File: src/rtl/cs_frame_sequencer_pkg.sv
// Shared types and constants for the compressive-sensing SPI datapath:
// sequencer states, error flag bit positions and default frame geometry.
package cs_pkg;

  localparam int CS_N_IN  = 64;
  localparam int CS_M_OUT = 16;

  localparam int ERR_W       = 3;
  localparam int ERR_SHORT   = 0;
  localparam int ERR_OVERRUN = 1;
  localparam int ERR_TIMEOUT = 2;

  typedef logic [7:0] byte_t;

  typedef enum logic [2:0] {
    IDLE,
    RECV,
    START,
    COMPUTE,
    FETCH,
    SEND,
    DONE
  } cs_seq_state_t;

endpackage

File: src/rtl/cs_frame_sequencer_timeout.sv
// Loadable down-counter guarding the COMPUTE phase; expire is high once an
// armed count has run down to zero, until clr disarms it.
module cs_seq_timeout #(
  parameter int LOAD_VAL = 4095,
  parameter int CW       = (LOAD_VAL > 1) ? $clog2(LOAD_VAL + 1) : 1
) (
  input  logic clk,
  input  logic rst_n,
  input  logic load,
  input  logic clr,
  input  logic en,
  output logic expire
);

  logic [CW-1:0] cnt_q, cnt_d;
  logic          armed_q, armed_d;

  always_comb begin
    cnt_d   = cnt_q;
    armed_d = armed_q;
    if (clr) begin
      cnt_d   = '0;
      armed_d = 1'b0;
    end else if (load) begin
      cnt_d   = CW'(LOAD_VAL);
      armed_d = 1'b1;
    end else if (en && armed_q && (cnt_q != '0)) begin
      cnt_d = cnt_q - CW'(1);
    end
  end

  always_ff @(posedge clk or negedge rst_n) begin
    if (!rst_n) begin
      cnt_q   <= '0;
      armed_q <= 1'b0;
    end else begin
      cnt_q   <= cnt_d;
      armed_q <= armed_d;
    end
  end

  assign expire = armed_q && (cnt_q == '0);

endmodule

File: src/rtl/cs_frame_sequencer.sv
// Frame sequencer: capture N_IN sample bytes, run the engine, stream M_OUT results.
// Optional CS_SEQ_HDR_EN prefixes the results with a {frame_cnt, err_flags} header byte.
module cs_frame_sequencer
  import cs_pkg::*;
#(
  parameter int N_IN        = CS_N_IN,
  parameter int M_OUT       = CS_M_OUT,
  parameter int TIMEOUT_CYC = 4096,
  parameter int IAW         = $clog2(N_IN),
  parameter int OAW         = $clog2(M_OUT)
) (
  input  logic             clk,
  input  logic             rst_n,
  input  logic             ssel_n,
  input  logic             rx_valid,
  input  logic [7:0]       rx_data,
  output logic             buf_wr_en,
  output logic [IAW-1:0]   buf_wr_addr,
  output logic [7:0]       buf_wr_data,
  output logic             eng_start,
  input  logic             eng_done,
  output logic [OAW-1:0]   res_rd_addr,
  input  logic [7:0]       res_rd_data,
  output logic             tx_valid,
  output logic [7:0]       tx_data,
  input  logic             tx_sent,
  output logic             frame_done,
  output logic             busy,
  output logic [ERR_W-1:0] err_flags,
  input  logic             err_clr
);

  localparam logic [IAW-1:0] IN_LAST  = IAW'(N_IN - 1);
  localparam logic [OAW-1:0] OUT_LAST = OAW'(M_OUT - 1);

  cs_seq_state_t    state_q, state_d;
  logic [IAW-1:0]   in_cnt_q, in_cnt_d;
  logic [OAW-1:0]   out_cnt_q, out_cnt_d;
  logic             fetch_wait_q, fetch_wait_d;
  logic             buf_wr_en_q, buf_wr_en_d;
  logic [IAW-1:0]   buf_wr_addr_q, buf_wr_addr_d;
  byte_t            buf_wr_data_q, buf_wr_data_d;
  logic             tx_valid_q, tx_valid_d;
  byte_t            tx_data_q, tx_data_d;
  logic [ERR_W-1:0] err_q, err_d, err_set;
  logic             tmo_load, tmo_clr, tmo_en, tmo_expire;
`ifdef CS_SEQ_HDR_EN
  logic [4:0]       frame_cnt_q, frame_cnt_d;
  logic             hdr_q, hdr_d;
`endif

  cs_seq_timeout #(
    .LOAD_VAL (TIMEOUT_CYC - 1)
  ) u_timeout (
    .clk    (clk),
    .rst_n  (rst_n),
    .load   (tmo_load),
    .clr    (tmo_clr),
    .en     (tmo_en),
    .expire (tmo_expire)
  );

  always_comb begin
    state_d       = state_q;
    in_cnt_d      = in_cnt_q;
    out_cnt_d     = out_cnt_q;
    fetch_wait_d  = 1'b0;
    buf_wr_en_d   = 1'b0;
    buf_wr_addr_d = buf_wr_addr_q;
    buf_wr_data_d = buf_wr_data_q;
    tx_valid_d    = tx_valid_q;
    tx_data_d     = tx_data_q;
    err_set       = '0;
    tmo_load      = 1'b0;
    tmo_clr       = 1'b0;
    tmo_en        = 1'b0;
`ifdef CS_SEQ_HDR_EN
    frame_cnt_d   = frame_cnt_q;
    hdr_d         = hdr_q;
`endif

    case (state_q)
      IDLE: begin
        if (!ssel_n) begin
          state_d  = RECV;
          in_cnt_d = '0;
        end
      end
      RECV: begin
        if (rx_valid) begin
          buf_wr_en_d   = 1'b1;
          buf_wr_addr_d = in_cnt_q;
          buf_wr_data_d = rx_data;
          if (in_cnt_q == IN_LAST) state_d = START;
          else                     in_cnt_d = in_cnt_q + IAW'(1);
        end
        // A final byte arriving with the deselect still completes the frame.
        if (ssel_n && (state_d != START)) begin
          err_set[ERR_SHORT] = 1'b1;
          state_d            = IDLE;
        end
      end
      START: begin
        tmo_load = 1'b1;
        state_d  = COMPUTE;
      end
      COMPUTE: begin
        tmo_en = 1'b1;
        if (eng_done) begin
          tmo_clr   = 1'b1;
          out_cnt_d = '0;
`ifdef CS_SEQ_HDR_EN
          tx_data_d  = {frame_cnt_q, err_q};
          tx_valid_d = 1'b1;
          hdr_d      = 1'b1;
          state_d    = SEND;
`else
          state_d    = FETCH;
`endif
        end else if (tmo_expire) begin
          tmo_clr              = 1'b1;
          err_set[ERR_TIMEOUT] = 1'b1;
          state_d              = IDLE;
        end
      end
      FETCH: begin
        // First cycle presents the address, second captures the RAM output.
        if (!fetch_wait_q) begin
          fetch_wait_d = 1'b1;
        end else begin
          tx_data_d  = res_rd_data;
          tx_valid_d = 1'b1;
          state_d    = SEND;
        end
      end
      SEND: begin
        if (tx_sent) begin
          tx_valid_d = 1'b0;
`ifdef CS_SEQ_HDR_EN
          if (hdr_q) begin
            hdr_d   = 1'b0;
            state_d = FETCH;
          end else
`endif
          if (out_cnt_q == OUT_LAST) begin
            out_cnt_d = '0;
            state_d   = DONE;
          end else begin
            out_cnt_d = out_cnt_q + OAW'(1);
            state_d   = FETCH;
          end
        end
      end
      DONE: begin
`ifdef CS_SEQ_HDR_EN
        frame_cnt_d = frame_cnt_q + 5'd1;
`endif
        state_d = IDLE;
      end
      default: state_d = IDLE;
    endcase

    if (rx_valid && (state_q inside {START, COMPUTE, FETCH, SEND, DONE}))
      err_set[ERR_OVERRUN] = 1'b1;

    err_d = (err_clr ? '0 : err_q) | err_set;
  end

  always_ff @(posedge clk or negedge rst_n) begin
    if (!rst_n) begin
      state_q       <= IDLE;
      in_cnt_q      <= '0;
      out_cnt_q     <= '0;
      fetch_wait_q  <= 1'b0;
      buf_wr_en_q   <= 1'b0;
      buf_wr_addr_q <= '0;
      buf_wr_data_q <= '0;
      tx_valid_q    <= 1'b0;
      tx_data_q     <= '0;
      err_q         <= '0;
    end else begin
      state_q       <= state_d;
      in_cnt_q      <= in_cnt_d;
      out_cnt_q     <= out_cnt_d;
      fetch_wait_q  <= fetch_wait_d;
      buf_wr_en_q   <= buf_wr_en_d;
      buf_wr_addr_q <= buf_wr_addr_d;
      buf_wr_data_q <= buf_wr_data_d;
      tx_valid_q    <= tx_valid_d;
      tx_data_q     <= tx_data_d;
      err_q         <= err_d;
    end
  end

`ifdef CS_SEQ_HDR_EN
  always_ff @(posedge clk or negedge rst_n) begin
    if (!rst_n) begin
      frame_cnt_q <= '0;
      hdr_q       <= 1'b0;
    end else begin
      frame_cnt_q <= frame_cnt_d;
      hdr_q       <= hdr_d;
    end
  end
`endif

  assign buf_wr_en   = buf_wr_en_q;
  assign buf_wr_addr = buf_wr_addr_q;
  assign buf_wr_data = buf_wr_data_q;
  assign eng_start   = (state_q == START);
  assign res_rd_addr = out_cnt_q;
  assign tx_valid    = tx_valid_q;
  assign tx_data     = tx_data_q;
  assign frame_done  = (state_q == DONE);
  assign busy        = (state_q != IDLE);
  assign err_flags   = err_q;

endmodule

File: config.mk
export PLATFORM = sky130hd
export DESIGN_NAME = cs_frame_sequencer
export DESIGN_NICKNAME = d
export VERILOG_FILES = /design/src/rtl/cs_frame_sequencer_pkg.sv /design/src/rtl/cs_frame_sequencer_timeout.sv /design/src/rtl/cs_frame_sequencer.sv
export SDC_FILE = /design/constraint.sdc
export NUM_CORES = 1
export LEC_CHECK = 0
export ABC_AREA = 1
export CAP_MARGIN = 15
export CORE_ASPECT_RATIO = 1.25
export CORE_UTILIZATION = 40
export CTS_CLUSTER_SIZE = 16
export DETAILED_ROUTE_END_ITERATION = 10
export GPL_TIMING_DRIVEN = 0
export PLACE_DENSITY = 0.67
export SLEW_MARGIN = 5
export SYNTH_ARGS = -nofsm -noshare
export SYNTH_HDL_FRONTEND = slang
export SYNTH_SLANG_ARGS = --single-unit
File: constraint.sdc
create_clock -name clk -period 1.4 [get_ports clk]
set_input_delay 0.35 -clock clk [delete_from_list [all_inputs] [get_ports clk]]
set_output_delay 0.35 -clock clk [all_outputs]
set_load 0.02 [all_outputs]
# After elaboration in Yosys (flattened, before gate mapping)
# Index checks and enable logic that the tools add are counted.
# W data, S select, Z words.
dict set report totals {
  in_bits 23
  wordCells 95
  reg_bits 54
  output_inout_bits 34
}
dict set report classes {
  reduce_logical 21
  bitwise_logic 1
  mux 42
  addsub 3
  n_eq_ne 16
}
# op n
set ops {}
lappend ops {{$mux W12} 3}
lappend ops {{$mux W3} 10}
lappend ops {{$mux W1} 18}
lappend ops {{$mux W6} 3}
lappend ops {{$pmux W3 S6} 1}
lappend ops {{$logic_not A12 Y1} 1}
lappend ops {{$mux W4} 3}
lappend ops {{$ne A2 B2 Y1 const B} 6}
lappend ops {{$pmux W6 S2} 1}
lappend ops {{$reduce_bool A12 Y1} 1}
lappend ops {{$sub A12 B1 Y12 const B} 1}
lappend ops {{$eq A3 B3 Y1 const B} 3}
lappend ops {{$pmux W4 S2} 1}
lappend ops {{$reduce_and A4 Y1} 2}
lappend ops {{$reduce_bool A2 Y1} 4}
lappend ops {{$add A6 B1 Y6 const B} 1}
lappend ops {{$eq A3 B2 Y1 const B} 2}
lappend ops {{$eq A6 B6 Y1 const B} 1}
lappend ops {{$reduce_and A3 Y1} 2}
lappend ops {{$reduce_bool A3 Y1} 2}
lappend ops {{$logic_and A1 B1 Y1} 5}
lappend ops {{$reduce_bool A5 Y1} 1}
lappend ops {{$add A4 B1 Y4 const B} 1}
lappend ops {{$eq A4 B4 Y1 const B} 1}
lappend ops {{other kinds (8)} 9}

# Longest topological paths before layout
dict set report depth {
  depth_word 9
  mapped_depth 10
  mapped_depth_nobuf 9
}

# Hierarchy
# A second synthesis with hierarchy kept.
dict set report unflattened {
  cells_unflattened 348
  area_unflattened_um2 2924.1
}
# mod instances cells_per_inst area_each_um2
set by_module_without_submodules {}
lappend by_module_without_submodules {cs_frame_sequencer 1 222 1985.7}
lappend by_module_without_submodules {cs_seq_timeout 1 126 938.4}

# Worst setup path after synthesis
# OpenSTA, ideal clock, no wires.
dict set report synth_timing {
  path_kind {register to register}
  start {register state_q[1]}
  end {register in_cnt_q[3]}
  stages_incl_launch_ff 8
  arrival_time_ps 1337
  setup_time_ps 118
  path_slack_ps -55
  n_path_buf 0
  t_required_ps 1282
  path_cell_list {dfrtp_1 -> nor2_1 -> nand2_1 -> nor2_1 -> o21bai_4 -> inv_1 -> nand2_1 -> nand2_1}
}
dict set report synth_via {
  elab_chain_cells 3
}
# item line_no
set synth_rtl {}
lappend synth_rtl {{start: declaration} cs_frame_sequencer.sv:36} ;# cs_seq_state_t state_q, state_d;
lappend synth_rtl {{start signal: assignment} cs_frame_sequencer.sv:182} ;# state_q <= state_d;
lappend synth_rtl {{$eq A3 B1 Y1 / $logic_not A3 Y1 (equally long branches)} cs_frame_sequencer.sv:82} ;# case (state_q)
lappend synth_rtl {{$ne A2 B2 Y1 (no line) / $reduce_bool A2 Y1 (equally long branches)} -}
lappend synth_rtl {{$reduce_and A4 Y1 (no line)} -}
lappend synth_rtl {{end signal: assignment} cs_frame_sequencer.sv:183} ;# in_cnt_q <= in_cnt_d;
lappend synth_rtl {{end: declaration} cs_frame_sequencer.sv:37} ;# logic [IAW-1:0] in_cnt_q, in_cnt_d;
# Parallel ways exist; a longest one is shown, timed or not.
# A chain may end at the register's enable or synchronous reset.

# Final worst setup path
dict set report layout_timing {
  start {register state_q[2]}
  end {register buf_wr_data_q[6] (netlist: buf_wr_data[6])}
}
dict set report layout_via {
  elab_chain_cells 2
}
# item line_no
set layout_rtl {}
lappend layout_rtl {{$eq A3 B1 Y1} cs_frame_sequencer.sv:82}
lappend layout_rtl {{$reduce_and A2 Y1 (no line)} -}
lappend layout_rtl {{end signal: assignment} cs_frame_sequencer.sv:188} ;# buf_wr_data_q <= buf_wr_data_d;
lappend layout_rtl {{end: declaration} cs_frame_sequencer.sv:42} ;# byte_t buf_wr_data_q, buf_wr_data_d;
# No other way between the ends.

==> flow_metrics.env <==
export IMPL_outcome="complete, but fails checks"
export IMPL_violations="negative setup slack"
export IMPL_crit_end="buf_wr_data[6]"
export IMPL_dp_hpwl_mm=4.31
export IMPL_grt_pass1_wl_mm=11.3
export IMPL_peakVddDrop_mv=0.731
export IMPL_fmax_ghz=0.626
export IMPL_p_int_mw=3.19
export IMPL_dpl_cell_area_mm2=0.00347
export IMPL_gr_usage_all_layers_pct=19.5
export IMPL_drive_gt1_share_pct=39.3
export IMPL_rrSetupSlack_ps=-200
export IMPL_vias=2688
export IMPL_clock_skew_ps=11.3
export IMPL_hold_viol_final=0
export IMPL_ys_top_cells_by_area="dfrtp_1 49%, nand2_1 15%, nand3_1 7.6%, inv_1 5.0%, nor2_1 3.8%"
export IMPL_switchingPower_mw=1.93
export IMPL_seq_area_frac_synth_pct=48.6
export IMPL_ctsHoldBuffers=0
export IMPL_drc_errors=0
export IMPL_firstDrtPassIters=4
export IMPL_maxCapViolCount=0
export IMPL_p_seq_share_pct=42.5
export IMPL_syn_nets=374
export IMPL_cp_slowest_cell="dfrtp_2"
export IMPL_pwr_share_comb_pct=41.0
export IMPL_detail_route_antenna_nets=0
export IMPL_wl_per_cell_um=13.5
export IMPL_relSlewSlack_pct=56.8
export IMPL_antenna_cells=0
export IMPL_grt_max_degree=29
export IMPL_stdcell_area_mm2=0.00430
export IMPL_via_per_inst=4.98
export IMPL_synthesis_area_mm2=0.00278
export IMPL_area_growth_pct=54.5
export IMPL_n_fill_cell=534
export IMPL_nNetsFinal=480
export IMPL_final_common_cell="nand2_1"
export IMPL_crit_required_ps=1600
export IMPL_drt_iter0_drc=105
export IMPL_cpPeakStageDelay_ps=460
export IMPL_worstSetupStartpoint="state_q[2]"
export IMPL_power_density_mw_per_mm2=1190
export IMPL_cp_depth=10
export IMPL_cts_buffer_depth=2
export IMPL_cpLargestDelayFamily="buffers and inverters"
export IMPL_crit_chain="buf_12, nor2_4, buf_6, buf_6, inv_4, nor2_4, nand2_4, clkbuf_16, nand2_2, nand2_1"
export IMPL_clk_latency_ps=310
export IMPL_synthCells=347
export IMPL_clock_sinks=54
export IMPL_clk_pin_slew_ps=100
export IMPL_cp_max_fo=5
export IMPL_htreeDepth=2
export IMPL_antenna_found_initial=0
export IMPL_min_path_type="in -> async"
export IMPL_rr_startpoint="state_q[2]"
export IMPL_synth_cell_types=27
export IMPL_ys_warn_count=0
export IMPL_ios=57
export IMPL_period_needed_ps=1600
export IMPL_avgSynthCellArea_um2=8.02
export IMPL_core_area_mm2=0.00665
export IMPL_netSwitchingFraction_pct=37.8
export IMPL_slew_violations=0
export IMPL_wl_mm=7.29
export IMPL_crit_path_end_kind="flop"
export IMPL_final_cell_mix="73 x nand2_1, 50 x dfrtp_1, 34 x nand2_2, 30 x inv_1, 30 x buf_4"
export IMPL_cts_tree="yes"
export IMPL_grt_pass1_vias=2487
export IMPL_timing_rr_end="buf_wr_data[6]"
export IMPL_rsz0062_at_grt="true"
export IMPL_ys_ff_latch=54
export IMPL_startpoint_type="flop"
export IMPL_fp_row_count=33
export IMPL_setup_viol=39
export IMPL_worstMarginPinSlew_ps=648
export IMPL_gp_congestion=0.874
export IMPL_synth_top_area_share_pct=48.6
export IMPL_grt_ovfl_total=0
export IMPL_start_util_pct=41.8
export IMPL_cts_buffers=5
export IMPL_cp_num_buf_inv=5
export IMPL_cts_root_buf="clkbuf_8"
export IMPL_ff2ff_path_depth=10
export IMPL_pwr_share_clk_pct=16.5
export IMPL_synth_top_area_cell="dfrtp_1"
export IMPL_io_buffers=56
export IMPL_fp_dieArea_mm2=0.00729
export IMPL_fin_crit_sh_pct=114
export IMPL_die_y_um=95.2
export IMPL_cellLeakagePower_nw=2.21
export IMPL_arrival_ps=1800
export IMPL_power_total_mw=5.12
export IMPL_worst_setup_path_type="reg -> reg"
export IMPL_worst_slack_ps=-198
export IMPL_die_w_um=76.6
-- routing by layer --
metal  share of wire (%)  vias to the layer above  GRT usage, %
li1                    -                     1325             -
met1                  43                     1282          23.8
met2                  52                       66          34.0
met3                 2.9                       15          2.30
met4                 2.3                        0          10.6
met5                   0                        -             0
-- worst min-delay path by stage --
stage / from / to / slack, ps / cells after the start
floorplan: rst_n / buf_wr_addr[0] / 50 / 0
global placement: fetch_wait_q / fetch_wait_q / 450 / 1
detailed placement: rst_n / u_timeout.cnt_q[9] / 410 / 1
CTS: rst_n / u_timeout.cnt_q[9] / 60 / 1
global route: rst_n / u_timeout.cnt_q[8] / 90 / 1
finish: rst_n / u_timeout.cnt_q[9] / 50 / 1
-- kinds of logic (layout without fill, tap and decap cells) --
| kind of cell | after synthesis | count (layout) | synth area share [%] |
|---|---|---|---|
| mux | 8 | 8 | 3.24 |
| flops | 54 | 54 | 48.6 |
| simple gates | 199 | 199 | 31.1 |
| fa+ha+maj | 4 | 4 | 1.80 |
| compound gates | 31 | 31 | 6.93 |
| buf+inv | 46 | 152 | 6.75 |
| xor+xnor | 5 | 5 | 1.57 |
-- power groups by stage --
stage / registers, mW / logic (mW) / clock network (mW)
finish: 2.18 / 2.10 / 0.844
global route: 2.22 / 2.29 / 0.940
CTS: 2.15 / 1.84 / 0.889
detailed placement: 2.20 / 1.84 / 0
global placement: 2.19 / 1.81 / 0
floorplan: 2.49 / 0.743 / 0
-- final cells by class --
class | instances | area (µm²) | share of cell area [%]
clock inverters | 1 | 7.51 | 0.175
multi-input cells | 247 | 1590 | 37.1
inverters | 41 | 166 | 3.87
plain buffers | 5 | 53.8 | 1.25
flip-flops and latches | 54 | 1360 | 31.6
well taps | 87 | 109 | 2.53
repair buffers | 99 | 937 | 21.8
clock buffers | 6 | 72.6 | 1.69
-- Yosys cell counts --
cell type / instances
nor3_4: 1
buf_2: 4
nand4_1: 2
nand2_2: 4
o211ai_1: 2
inv_1: 37
xor2_1: 5
o21bai_4: 1
nor2_1: 28
a21oi_1: 4
inv_4: 1
o21a_1: 1
nand2_1: 113
nand3b_1: 3
nand3_1: 42
nand2_4: 1
buf_6: 1
nor2_2: 1
nor2_4: 2
o21ai_0: 20
o21ai_1: 2
a31oi_4: 1
nor3_1: 2
ha_1: 4
inv_2: 3
mux2_2: 8
dfrtp_1: 54
-- registers in the layout, indices dropped and copies added (netlist names), 3 cells and up --
name	cells
u_timeout.cnt_q	12
buf_wr_addr	6
tx_data	8
err_flags	3
res_rd_addr	4
in_cnt_q	6
state_q	3
buf_wr_data	8
-- through the flow --
stage	utilization, %	TNS (ps)	std cells	hold WS (ps)	setup WS [ps]
2_1_floorplan	-	0	347	54.4	7.19
3_3_place_gp	52.0	-102400	490	452	-1710
3_5_place_dp	52.2	-10710	491	408	-403
4_1_cts	58.6	-3910	527	62.0	-179
5_1_grt	64.6	-7630	540	85.8	-274
6_report	64.6	-4490	540	45.9	-198
-- worst register-to-register path: stages (launching register included) --
cell,delay [ps]
dfrtp_2,460
buf_12,140
nor2_4,90
buf_6,120
buf_6,90
inv_4,30
nor2_4,120
nand2_4,130
clkbuf_16,210
nand2_2,50
nand2_1,50
-- repair_timing --
item / in CTS / in global routing
setup buffers: 27 / 13
cloned: 2 / 1
pin swaps: 9 / 27
resized for setup: 98 / 116
endpoints found under the hold margin: 0 / 0
endpoints found under the setup margin: 81 / 65
Power figures use the tool's default switching activity.
